$ cat src/rtl/sort_pkg.sv
// sort_pkg: shared class codes, FIFO entry layout and helpers for the sort actuator.
//   CLS_NONE/CLS_SMALL/CLS_LARGE/CLS_INV : classifier codes on class_in
//   sort_entry_t                         : {class, arrival stamp} at the default 16-bit stamp width
package sort_pkg;

    typedef logic [1:0] cls_t;

    localparam cls_t CLS_NONE  = 2'b00;
    localparam cls_t CLS_SMALL = 2'b01;
    localparam cls_t CLS_LARGE = 2'b10;
    localparam cls_t CLS_INV   = 2'b11;

    localparam int SORT_TS_W = 16;

    typedef struct packed {
        cls_t                 cls;
        logic [SORT_TS_W-1:0] stamp;
    } sort_entry_t;

    function automatic logic is_obj(input cls_t c);
        return (c == CLS_SMALL) || (c == CLS_LARGE);
    endfunction

endpackage

$ cat src/rtl/sort_fifo.sv
// sort_fifo: synchronous FIFO with head read-ahead for in-flight sort events.
//   clk, rst_n : clock, asynchronous active-low reset (pointers/count only)
//   push_i     : write din_i; accepted when not full, or when full with a pop in the same edge
//   pop_i      : drop the head; ignored when empty
//   dout_o     : current head entry (valid while !empty_o)
//   full_o, empty_o, count_o : occupancy status
module sort_fifo #(
    parameter int DEPTH = 8,
    parameter int W     = 18
) (
    input  logic                     clk,
    input  logic                     rst_n,
    input  logic                     push_i,
    input  logic                     pop_i,
    input  logic [W-1:0]             din_i,
    output logic [W-1:0]             dout_o,
    output logic                     full_o,
    output logic                     empty_o,
    output logic [$clog2(DEPTH):0]   count_o
);
    localparam int AW = $clog2(DEPTH);

    logic [W-1:0]  mem_q [DEPTH];
    logic [AW-1:0] wr_q, rd_q;
    logic [AW:0]   cnt_q;
    logic          do_push, do_pop;

    assign empty_o = (cnt_q == '0);
    assign full_o  = (cnt_q == (AW+1)'(DEPTH));
    assign count_o = cnt_q;
    assign dout_o  = mem_q[rd_q];
    assign do_pop  = pop_i & ~empty_o;
    assign do_push = push_i & (~full_o | do_pop);

    always_ff @(posedge clk or negedge rst_n) begin
        if (!rst_n) begin
            wr_q  <= '0;
            rd_q  <= '0;
            cnt_q <= '0;
        end else begin
            wr_q  <= wr_q + AW'(do_push);
            rd_q  <= rd_q + AW'(do_pop);
            cnt_q <= cnt_q + (AW+1)'(do_push) - (AW+1)'(do_pop);
        end
    end

    always_ff @(posedge clk) begin
        if (do_push) mem_q[wr_q] <= din_i;
    end

endmodule

$ cat src/rtl/sort_actuator.sv
// sort_actuator: delays classifier events by DELAY cycles, then drives the matching actuator for HOLD cycles.
//   clk, rst_n            : clock, asynchronous active-low reset
//   class_in              : 00 idle, 01 small, 10 large, 11 invalid (sets err)
//   act_small, act_large  : actuator drives, independent, may overlap
//   busy                  : events in flight or any actuator active
//   ovf, err              : sticky drop / invalid-code flags
//   cnt_small/large/drop  : saturating statistics, only built with SORT_STATS_EN defined (else tied 0)
module sort_actuator
    import sort_pkg::*;
#(
    parameter int DELAY = 1000,
    parameter int HOLD  = 50,
    parameter int DEPTH = 8,
    parameter int TS_W  = 16,
    parameter int CNT_W = 16
) (
    input  logic             clk,
    input  logic             rst_n,
    input  logic [1:0]       class_in,
    output logic             act_small,
    output logic             act_large,
    output logic             busy,
    output logic             ovf,
    output logic             err,
    output logic [CNT_W-1:0] cnt_small,
    output logic [CNT_W-1:0] cnt_large,
    output logic [CNT_W-1:0] cnt_drop
);
    localparam int HW = $clog2(HOLD + 1);
    localparam int CW = $clog2(DEPTH) + 1;

    typedef struct packed {
        cls_t            cls;
        logic [TS_W-1:0] stamp;
    } entry_t;

    logic [TS_W-1:0] ts_q;
    entry_t          head, din;
    logic            full, empty;
    logic [CW-1:0]   count, count_d;
    logic [HW-1:0]   hs_q, hs_d, hl_q, hl_d;
    logic            busy_q, busy_d, ovf_q, err_q;
    logic            valid, fire, push, drop;

    assign valid = is_obj(class_in);
    // Modular age makes timestamp wrap transparent; only the head can be due since delay is constant.
    assign fire  = ~empty & ((ts_q - head.stamp) == TS_W'(DELAY));
    assign push  = valid & (~full | fire);
    assign drop  = valid & full & ~fire;
    assign din   = '{cls: class_in, stamp: ts_q};

    sort_fifo #(.DEPTH(DEPTH), .W($bits(entry_t))) u_fifo (
        .clk     (clk),
        .rst_n   (rst_n),
        .push_i  (push),
        .pop_i   (fire),
        .din_i   (din),
        .dout_o  (head),
        .full_o  (full),
        .empty_o (empty),
        .count_o (count)
    );

    always_comb begin
        hs_d    = (fire && head.cls == CLS_SMALL) ? HW'(HOLD) : hs_q - HW'(hs_q != '0);
        hl_d    = (fire && head.cls == CLS_LARGE) ? HW'(HOLD) : hl_q - HW'(hl_q != '0);
        count_d = count + CW'(push) - CW'(fire);
        busy_d  = (count_d != '0) | (hs_d != '0) | (hl_d != '0);
    end

    always_ff @(posedge clk or negedge rst_n) begin
        if (!rst_n) begin
            ts_q   <= '0;
            hs_q   <= '0;
            hl_q   <= '0;
            busy_q <= 1'b0;
            ovf_q  <= 1'b0;
            err_q  <= 1'b0;
        end else begin
            ts_q   <= ts_q + TS_W'(1);
            hs_q   <= hs_d;
            hl_q   <= hl_d;
            busy_q <= busy_d;
            ovf_q  <= ovf_q | drop;
            err_q  <= err_q | (class_in == CLS_INV);
        end
    end

    assign act_small = (hs_q != '0);
    assign act_large = (hl_q != '0);
    assign busy      = busy_q;
    assign ovf       = ovf_q;
    assign err       = err_q;

`ifdef SORT_STATS_EN
    logic [CNT_W-1:0] cs_q, cl_q, cd_q;

    always_ff @(posedge clk or negedge rst_n) begin
        if (!rst_n) begin
            cs_q <= '0;
            cl_q <= '0;
            cd_q <= '0;
        end else begin
            if (push && class_in == CLS_SMALL && ~&cs_q) cs_q <= cs_q + CNT_W'(1);
            if (push && class_in == CLS_LARGE && ~&cl_q) cl_q <= cl_q + CNT_W'(1);
            if (drop && ~&cd_q) cd_q <= cd_q + CNT_W'(1);
        end
    end

    assign cnt_small = cs_q;
    assign cnt_large = cl_q;
    assign cnt_drop  = cd_q;
`else
    assign cnt_small = '0;
    assign cnt_large = '0;
    assign cnt_drop  = '0;
`endif

endmodule

$ cat config.mk
export PLATFORM = sky130hd
export DESIGN_NAME = sort_actuator
export DESIGN_NICKNAME = d
export VERILOG_FILES = /design/src/rtl/sort_pkg.sv /design/src/rtl/sort_fifo.sv /design/src/rtl/sort_actuator.sv
export SDC_FILE = /design/constraint.sdc
export NUM_CORES = 1
export LEC_CHECK = 0
export ABC_AREA = 1
export BUFFER_PORTS_ARGS = -buffer_cell sky130_fd_sc_hd__buf_4
export CORE_ASPECT_RATIO = 0.8
export CORE_MARGIN = 2
export CORE_UTILIZATION = 47
export CTS_CLUSTER_SIZE = 10
export DETAILED_ROUTE_END_ITERATION = 12
export GPL_TIMING_DRIVEN = 1
export PLACE_DENSITY = 0.7
export SKIP_CTS_REPAIR_TIMING = 1
export SLEW_MARGIN = 20
export SYNTH_ARGS = -nofsm -noshare
export SYNTH_HDL_FRONTEND = slang
export SYNTH_HIERARCHICAL = 1
export SYNTH_SLANG_ARGS = --single-unit
$ cat constraint.sdc
create_clock -name clk -period 12.45 [get_ports clk]
set_input_delay 1.245 -clock clk [delete_from_list [all_inputs] [get_ports clk]]
set_output_delay 1.245 -clock clk [all_outputs]
set_load 0.05 [all_outputs]
# Word level (Yosys, flattened, before mapping)
# Memories as Yosys holds them, arrays and structs flattened.
# Index checks and enable logic that the tools add are counted.
# Widths: inputs -> output; s select.
[classes] addsub=10 n_shift=0 reduce_logical=9 n_bitwise=15 muxes=4 magnitude_cmp=0 multipliers=0 n_eq_ne=7 div_mod_pow=0
[op_table] cell="$reduce_bool 6->1" count=4
[op_table] cell="$add 16x1->16 const B" count=1
[op_table] cell="$eq 16x10->1 const B" count=1
[op_table] cell="$sub 16x16->16" count=1
[op_table] cell="$mux 6" count=2
[op_table] cell="$sub 6x1->6" count=2
[op_table] cell="$add 4x1->4" count=2
[op_table] cell="$sub 4x1->4" count=2
[op_table] cell="$add 3x1->3" count=2
[op_table] cell="$and 1x1->1" count=6
[op_table] cell="$eq 2x2->1 const B" count=3
[op_table] cell="$or 1x1->1" count=6
[op_table] cell="$eq 2x1->1 const B" count=2
[op_table] cell="$eq 4x4->1 const B" count=1
[op_table] cell="$logic_not 4->1" count=1
[op_table] cell="$reduce_bool 4->1" count=1
[op_table] cell="$not 1->1" count=3
[op_table] cell="$logic_and 1x1->1" count=2
[op_table] cell="$mux 1" count=2
[op_table] cell="$logic_or 1x1->1" count=1
[word_totals] rom_bits=0 in_bits=4 word_cells=55 output_inout_bits=53 memories=1 latchBits=0 regBits=41 ramBits=144
[memory_table] memory="u_fifo.mem_q" depth=8 width=18 read_ports=1 rd_clocked_by_memory_dff=0 write_ports=1 line="sort_fifo.sv:23" source="logic [W-1:0] mem_q [DEPTH];"

# Depth between registers and ports, before layout
# Gate-level depths: netlist of the first run.
# An unclocked memory read counts as a cell.
[depth] depth_word=11 mapped_depth=35 depth_no_buf=33

# Modules after synthesis
# The synthesis of the first run kept the hierarchy.
[modules_own_cells] module="sort_fifo" seq_area_each_um2=4574.4 area_per_inst_um2=6890.4 cells_each=687 n_inst=1
[modules_own_cells] module="sort_actuator" seq_area_each_um2=775.7 area_per_inst_um2=3069.2 cells_each=441 n_inst=1

# Least setup slack after synthesis of the first run
# Ideal clock, no wire load.
[synth_timing] kind="register to register" start="reg u_fifo.rd_q[0]" end="reg busy_q, in the netlist busy" period_less_slack_ps=3944 n_path_buf=2 path_stages_with_launch=34 t_arrival_ps=3818 setup_slack_ps=8506 t_required_ps=12325 setup_time_ps=125 cell_sequence="dfrtp_1 buf_4 buf_2 nand2_1 nand3_1 nand2_1 nand2_1 nand2_1 inv_1 ha_1 nand2_1 nand2_2 nand2_1 nand2_2 nand2_1 nand2_1 nor2_1 nand2_1 nor2_2 nand2_2 nor2_4 nand3_1 nand2_1 nand2_1 ha_1 inv_1 ha_1 inv_1 fa_1 nand4_1 nor4_1 nand4_1 nor2_1 nand3_1"
[synth_rtl] element="start: declaration" line="sort_fifo.sv:24" source="logic [AW-1:0] wr_q, rd_q;"
[synth_rtl] element="start signal: assignment" line="sort_fifo.sv:42" source="rd_q <= rd_q + AW'(do_pop);"
[synth_rtl] element="end signal: assignment" line="sort_actuator.sv:83" source="busy_q <= busy_d;"
[synth_rtl] element="end: declaration" line="sort_actuator.sv:42" source="logic busy_q, busy_d, ovf_q, err_q;"

==> reports/qor.txt, run 1 <==
gpl congestion - 0.804
clock sinks - 185
Cells after Synth - 1128
Critical Path Sink Type - register
outcome - complete, no violations
Clock Pin Slew Worst Setup and Hold Paths - 70 ps
largest net degree at the start of global routing - 74
VDD IR-drop max - 0.139 mV
Die Ht - 134 µm
Final Hold Fails - 0
Tot GR Track Use - 18.8%
dpl cell area - 10100 µm²
CTS Buf Count - 17
leakage power - 5.35 nW
Rel. slew slack - 40.2%
initial DRC count - 764
CP Launch Type - register
via count - 6751
DRC Markers - 0
Post-Syn Area - 9960 µm²
total routed wirelength - 19900 µm
Final Cycle Share - 44.8%
Rows - 47
worst-case clock buffer depth - 2
Worst EP required - 12770 ps
critical-path maximum fanout - 20
die area - 22400 µm²
nets@finish - 1178
H-Tree Depth - 4
synth unique cells - 38
post-route cell area - 10700 µm²
PortBufs - 8
adder-cell area share of the yosys netlist - 4.67%
simple-gate share of the synthesized area - 23.6%
CP Class - reg2reg
Worst EP arrival - 5900 ps
RSZ-0062 raised after global routing - false
Power per Cell Area - 166 nW/µm²
R2R Setup Slk - 6870 ps
DPL Wire Length - 12500 µm
total gr overflow - 0
endpoints failing setup - 0
multiplexer area fraction after synthesis - 0%
Yosys reg bits - 185
CTS tree - built
maximum clock frequency - 0.179 GHz
Compound-Gate Fraction of Synth Area - 0.892%
MaxCap Viol Count - 0
clock period minus worst slack - 5580 ps
Via density - 4.75
main combinational cell family by area after synthesis - simple AND/OR/NAND/NOR gates
Core Region - 20800 µm²
Fillers - 1850
first-pass GRT wire length - 32700 µm
final setup TNS - 0 ps
Ys Warns - 6
clock root cell - clkbuf_16
Clock Skew - 16.2 ps
Mean Syn Cell Area - 8.83 µm²
TritonRoute pass-1 iters - 6
initial antenna violation count - 0
worst slew pin tran - 896 ps
Die W - 167 µm
post-synthesis xor/xnor area fraction - 2.46%
Area Growth Syn to Fin - 7.15%
IO Count - 57
share of layout cells above drive strength 1 - 8.08%
Initial Util - 48.0%
hold crit path type - reg2reg
Clock Latency Late Sink - 440 ps
wire length per cell - 14.0 µm
post-route ant nets - 0
Antenna diodes - 0
vias in the first global route - 6428
register area share after synthesis - 53.7%
Pins Over Slew Limit - 0
[metal layers]
layer  GRT usage (%)  part of all wire, %
met1            26.3                   47
met2            29.5                   45
met3            3.63                  6.5
met4            6.80                  1.6
met5               0                    0
[layout by cell type (no fill, tap or decap), types with 2 or more instances in the layout]
master,netlist,layout
nand2_1,354,354
inv_1,234,234
edfxtp_1,144,144
nand3_1,105,105
conb_1,1,48
dfrtp_1,41,40
nor2_1,45,37
ha_1,34,34
xor2_1,19,19
buf_4,53,18
clkbuf_16,0,17
nor2_2,5,13
a21oi_1,10,10
xnor2_1,9,9
nand2_2,8,8
inv_2,5,5
nand3b_1,4,4
nand3_2,4,4
nand4_1,4,4
inv_6,1,4
o21bai_1,3,3
nor3_1,3,3
nor2_4,3,3
or2_2,3,3
clkinv_2,0,3
clkinvlp_4,0,3
and2_1,2,2
nand4_2,2,2
fa_1,2,2
bufinv_16,0,2
[power breakdown]
part | switching, W | internal [W]
clock network | 0.000238 | 0.000303
logic | 0.000276 | 0.000130
registers | 0.0000456 | 0.000774
total | 0.000560 | 0.00121
[through the flow]
step / setup slack [ps] / util, % / instances / hold slack (ps) / power, W
floorplan: 8510 / - / 1175 / 480 / 0.00114
global placement: 6930 / 48.6 / 1388 / 458 / 0.00122
detailed placement: 6860 / 48.6 / 1388 / 467 / 0.00124
CTS: 6850 / 51.4 / 1420 / 488 / 0.00178
global route: 6280 / 51.4 / 1420 / 507 / 0.00187
finish: 6870 / 51.4 / 1420 / 484 / 0.00177
[logic make-up (layout without fill, tap and decap cells)]
logic type	count (synthesis)	after routing
compound gates	15	15
xor+xnor	28	28
fa+ha+maj	36	36
buf+inv	316	292
flops	185	185
other cells	1	48
simple gates	547	547
[final timing paths]
path                                      from             end  cells after the start
worst max-delay path            u_fifo/rd_q[2]            busy                     27
worst min-delay path                       err             err                      1
worst max register to register  u_fifo/rd_q[2]            busy                     27
worst min register to register             err             err                      1
max in group asynchronous                rst_n  u_fifo/rd_q[0]                      1
min in group asynchronous                rst_n        ts_q[14]                      1
[critical path, cell delays in order, from the launching register on]
cell      delay, ps
dfrtp_1         930
clkinv_1        880
nand2_1         290
nand2_1          70
inv_1            90
ha_1            280
nand2_1         160
inv_1            50
nand2_1          80
nand2_1          60
nor2_2          160
nor2_1           80
o21bai_1        130
inv_1            80
nor2_4          180
nand3_1         170
nand2_1         100
nand2_1          70
ha_1            270
inv_1            60
ha_1            160
inv_1            60
fa_1            480
nand4_1          90
nor4_1          160
nand4_1         110
nor2_1          110
nand3_1          70
[area by class of cell]
cell class / count / area, µm² / area share, %
clock inverters: 13 / 144 / 1.35
well taps: 269 / 337 / 3.15
repair buffers: 18 / 135 / 1.27
multi-input cells: 674 / 3350 / 31.4
flip-flops and latches: 185 / 5350 / 50.1
inverters: 242 / 916 / 8.58
clock buffers: 19 / 443 / 4.15
[state kept, by name (all words and copies together) (netlist names)]
register and count:
hs_q 6, err 1, ovf 1, u_fifo/count_o 4, u_fifo/wr_q 3, ts_q 16, u_fifo/rd_q 3, busy 1
u_fifo/mem_q 144, hl_q 6
[cells in the mapped netlist]
cell      count  area [µm²]
a21boi_0      1        7.51
clkbuf_1      2        7.51
dfrtp_1      41        1030
edfxtp_1    144        4320
nand2_1     354        1330
and2_1        2        12.5
or2_1         1        6.26
nor2_4        3        33.8
nor3_2        1        10.0
conb_1        1        3.75
fa_1          2        40.0
nor4_1        1        6.26
or2_2         3        18.8
buf_6         7        78.8
and3_1        1        6.26
xnor2_1       9        78.8
inv_6         1        8.76
buf_2        12        60.1
a31o_2        1        8.76
a21oi_1      10        50.1
inv_1       234         878
xor2_1       19         166
nand4_2       2        25.0
nand2_2       8        50.1
nand3_1     105         526
nor2_1       45         169
ha_1         34         425
clkinv_1      1        3.75
nor2_2        5        31.3
inv_4         1        6.26
inv_2         5        18.8
nor3b_2       1        12.5
buf_4        53         398
nor3_1        3        15.0
nand4_1       4        25.0
o21bai_1      3        22.5
nand3_2       4        40.0
nand3b_1      4        30.0
Note: power is estimated with default switching activity, not from simulation.
==> inputs of run 2 (changes only) <==
PLACE_DENSITY = 0.73   (was 0.7)
clock period = 4.8 ns   (was 12.45 ns; I/O delays follow)
==> run 2 against run 1 <==
Maximum frequency is 24% higher. Power grew to 2.6 times the previous value. Non-clock buffer count is 11 higher. Global-route usage is 0.79 points higher. Largest power group unchanged. Critical endpoint unchanged. Register-to-register slack worse by 6600 ps. Die area stayed put. Critical path depth is 4 higher. Combinational power grew to 2.7 times the previous value.
==> reports/qor.txt, run 2 (synthesis gave the netlist of run 1 again) <==
Critical Path Sink Type - register
Initial Util - 48.0%
initial DRC count - 633
vias in the first global route - 6730
H-Tree Depth - 4
TritonRoute pass-1 iters - 6
dpl cells - 1391
R2R depth - 31
nets@finish - 1191
DP Worst Slack - 268 ps
Rel. slew slack - 60.6%
MaxCap Viol Count - 0
Worst EP required - 5120 ps
R2R Path Start - u_fifo/rd_q[0]
first-pass GRT wire length - 34100 µm
Worst path top cell family by delay - simple AND/OR/NAND/NOR gates
hold crit path type - in2async
DPL Wire Length - 12800 µm
die area - 22400 µm²
Worst EP arrival - 4820 ps
post-route ant nets - 0
critical path's most frequent cell - nand2_1
clock period minus worst slack - 4500 ps
PortBufs - 8
Via density - 4.89
CP Launch Type - register
critical-path maximum fanout - 36
Pins Over Slew Limit - 0
endpoints failing setup - 0
Slowest cell on crit path - dfrtp_4
Antenna diodes - 0
maximum clock frequency - 0.222 GHz
largest net degree at the start of global routing - 74
Power per Cell Area - 412 nW/µm²
Top reg by flops - u_fifo/mem_q
clock sinks - 185
share of layout cells above drive strength 1 - 10.2%
Die W - 167 µm
most common cell after layout, fill and taps aside - nand2_1
hold slack final - 50.5 ps
Final Hold Fails - 0
total gr overflow - 0
clock root cell - clkbuf_16
setup slack after layout - 300 ps
final setup TNS - 0 ps
slowest stage delay, CP - 500 ps
Die Ht - 134 µm
Area Growth Syn to Fin - 10.2%
worst-case clock buffer depth - 2
initial antenna violation count - 0
Clock Pin Slew Worst Setup and Hold Paths - 70 ps
worst slew pin tran - 592 ps
R2R Setup Slk - 300 ps
Largest regs - u_fifo/mem_q (144), ts_q (16)
leading cell types in the layout, fill and taps excluded - nand2_1, inv_1, edfxtp_1, nand3_1, conb_1
Core Util, Final - 52.8%
outcome - complete, no violations
Clock Skew - 14.0 ps
IO Count - 57
via count - 7002
WP buf/inv - 6
Largest register FFs - 144
Rows - 47
worst r2r dst - busy
Tot GR Track Use - 19.6%
fin cells - 1433
Crit path depth - 31
CTS tree - built
Final Cycle Share - 93.8%
CTS Buf Count - 17
VDD IR-drop max - 0.340 mV
Core Region - 20800 µm²
Clock Latency Late Sink - 440 ps
wire length per cell - 15.5 µm
leakage power - 5.42 nW
gpl congestion - 0.869
CP Class - reg2reg
total routed wirelength - 22300 µm
DRC Markers - 0
[run 2: cell count changes in the layout (fill, tap and decap cells not counted), moves of 3 or more]
cell        delta
clkbuf_16      +3
ha_4           +5
ha_1           -7
clkinvlp_4     +3
buf_6          +3
[run 2: layout make-up]
type / count / area (µm²)
Inverter: 242 / 937
Fill cell: 1854 / 9790
Clock inverter: 12 / 95.1
Sequential cell: 185 / 5350
Timing Repair Buffer: 29 / 334
Timing Repair inverter: 2 / 31.3
Tap cell: 269 / 337
Multi-Input combinational cell: 674 / 3440
Clock buffer: 20 / 447
[run 2: worst register-to-register path: cells and delay by family (launching register included)]
kind            cells  cell delay [ps]
compound gates      2              390
fa+ha+maj           4             1170
buf+inv             6              600
flops               1              500
simple gates       19             1700
[run 2: power breakdown]
group	switching [W]	internal (W)	leakage (nW)
clock network	0.000620	0.000684	0.249
logic	0.000743	0.000347	3.35
registers	0.000122	0.00201	1.82
total	0.00149	0.00304	5.42
[run 2: how the worst max path moves through the flow]
| stage | from | endpoint | slack, ps |
|---|---|---|---|
| 2_1_floorplan | u_fifo/rd_q[0] | busy | 860 |
| 3_3_place_gp | u_fifo/rd_q[0] | busy | 300 |
| 3_5_place_dp | u_fifo/rd_q[0] | busy | 270 |
| 4_1_cts | u_fifo/rd_q[0] | busy | 230 |
| 5_1_grt | u_fifo/rd_q[0] | busy | -9 |
| 6_report | u_fifo/rd_q[0] | busy | 300 |
[run 2: per-stage QoR]
stage,total power (W),cell area (µm²)
finish,0.00452,11000
CTS,0.00454,10700
global placement,0.00319,10100
global route,0.00478,11000
detailed placement,0.00323,10100
floorplan,0.00295,10100
[run 2: routing by layer]
metal  wire, µm  track usage [%]  vias up  part of all wire (%)
li1           -                -     3436                     -
met2       9920             30.8      263                    45
met3       1850             4.69       50                   8.3
met4        664             7.47        0                   3.0
met5          0                0        -                     0
met1       9820             26.5     3253                    44
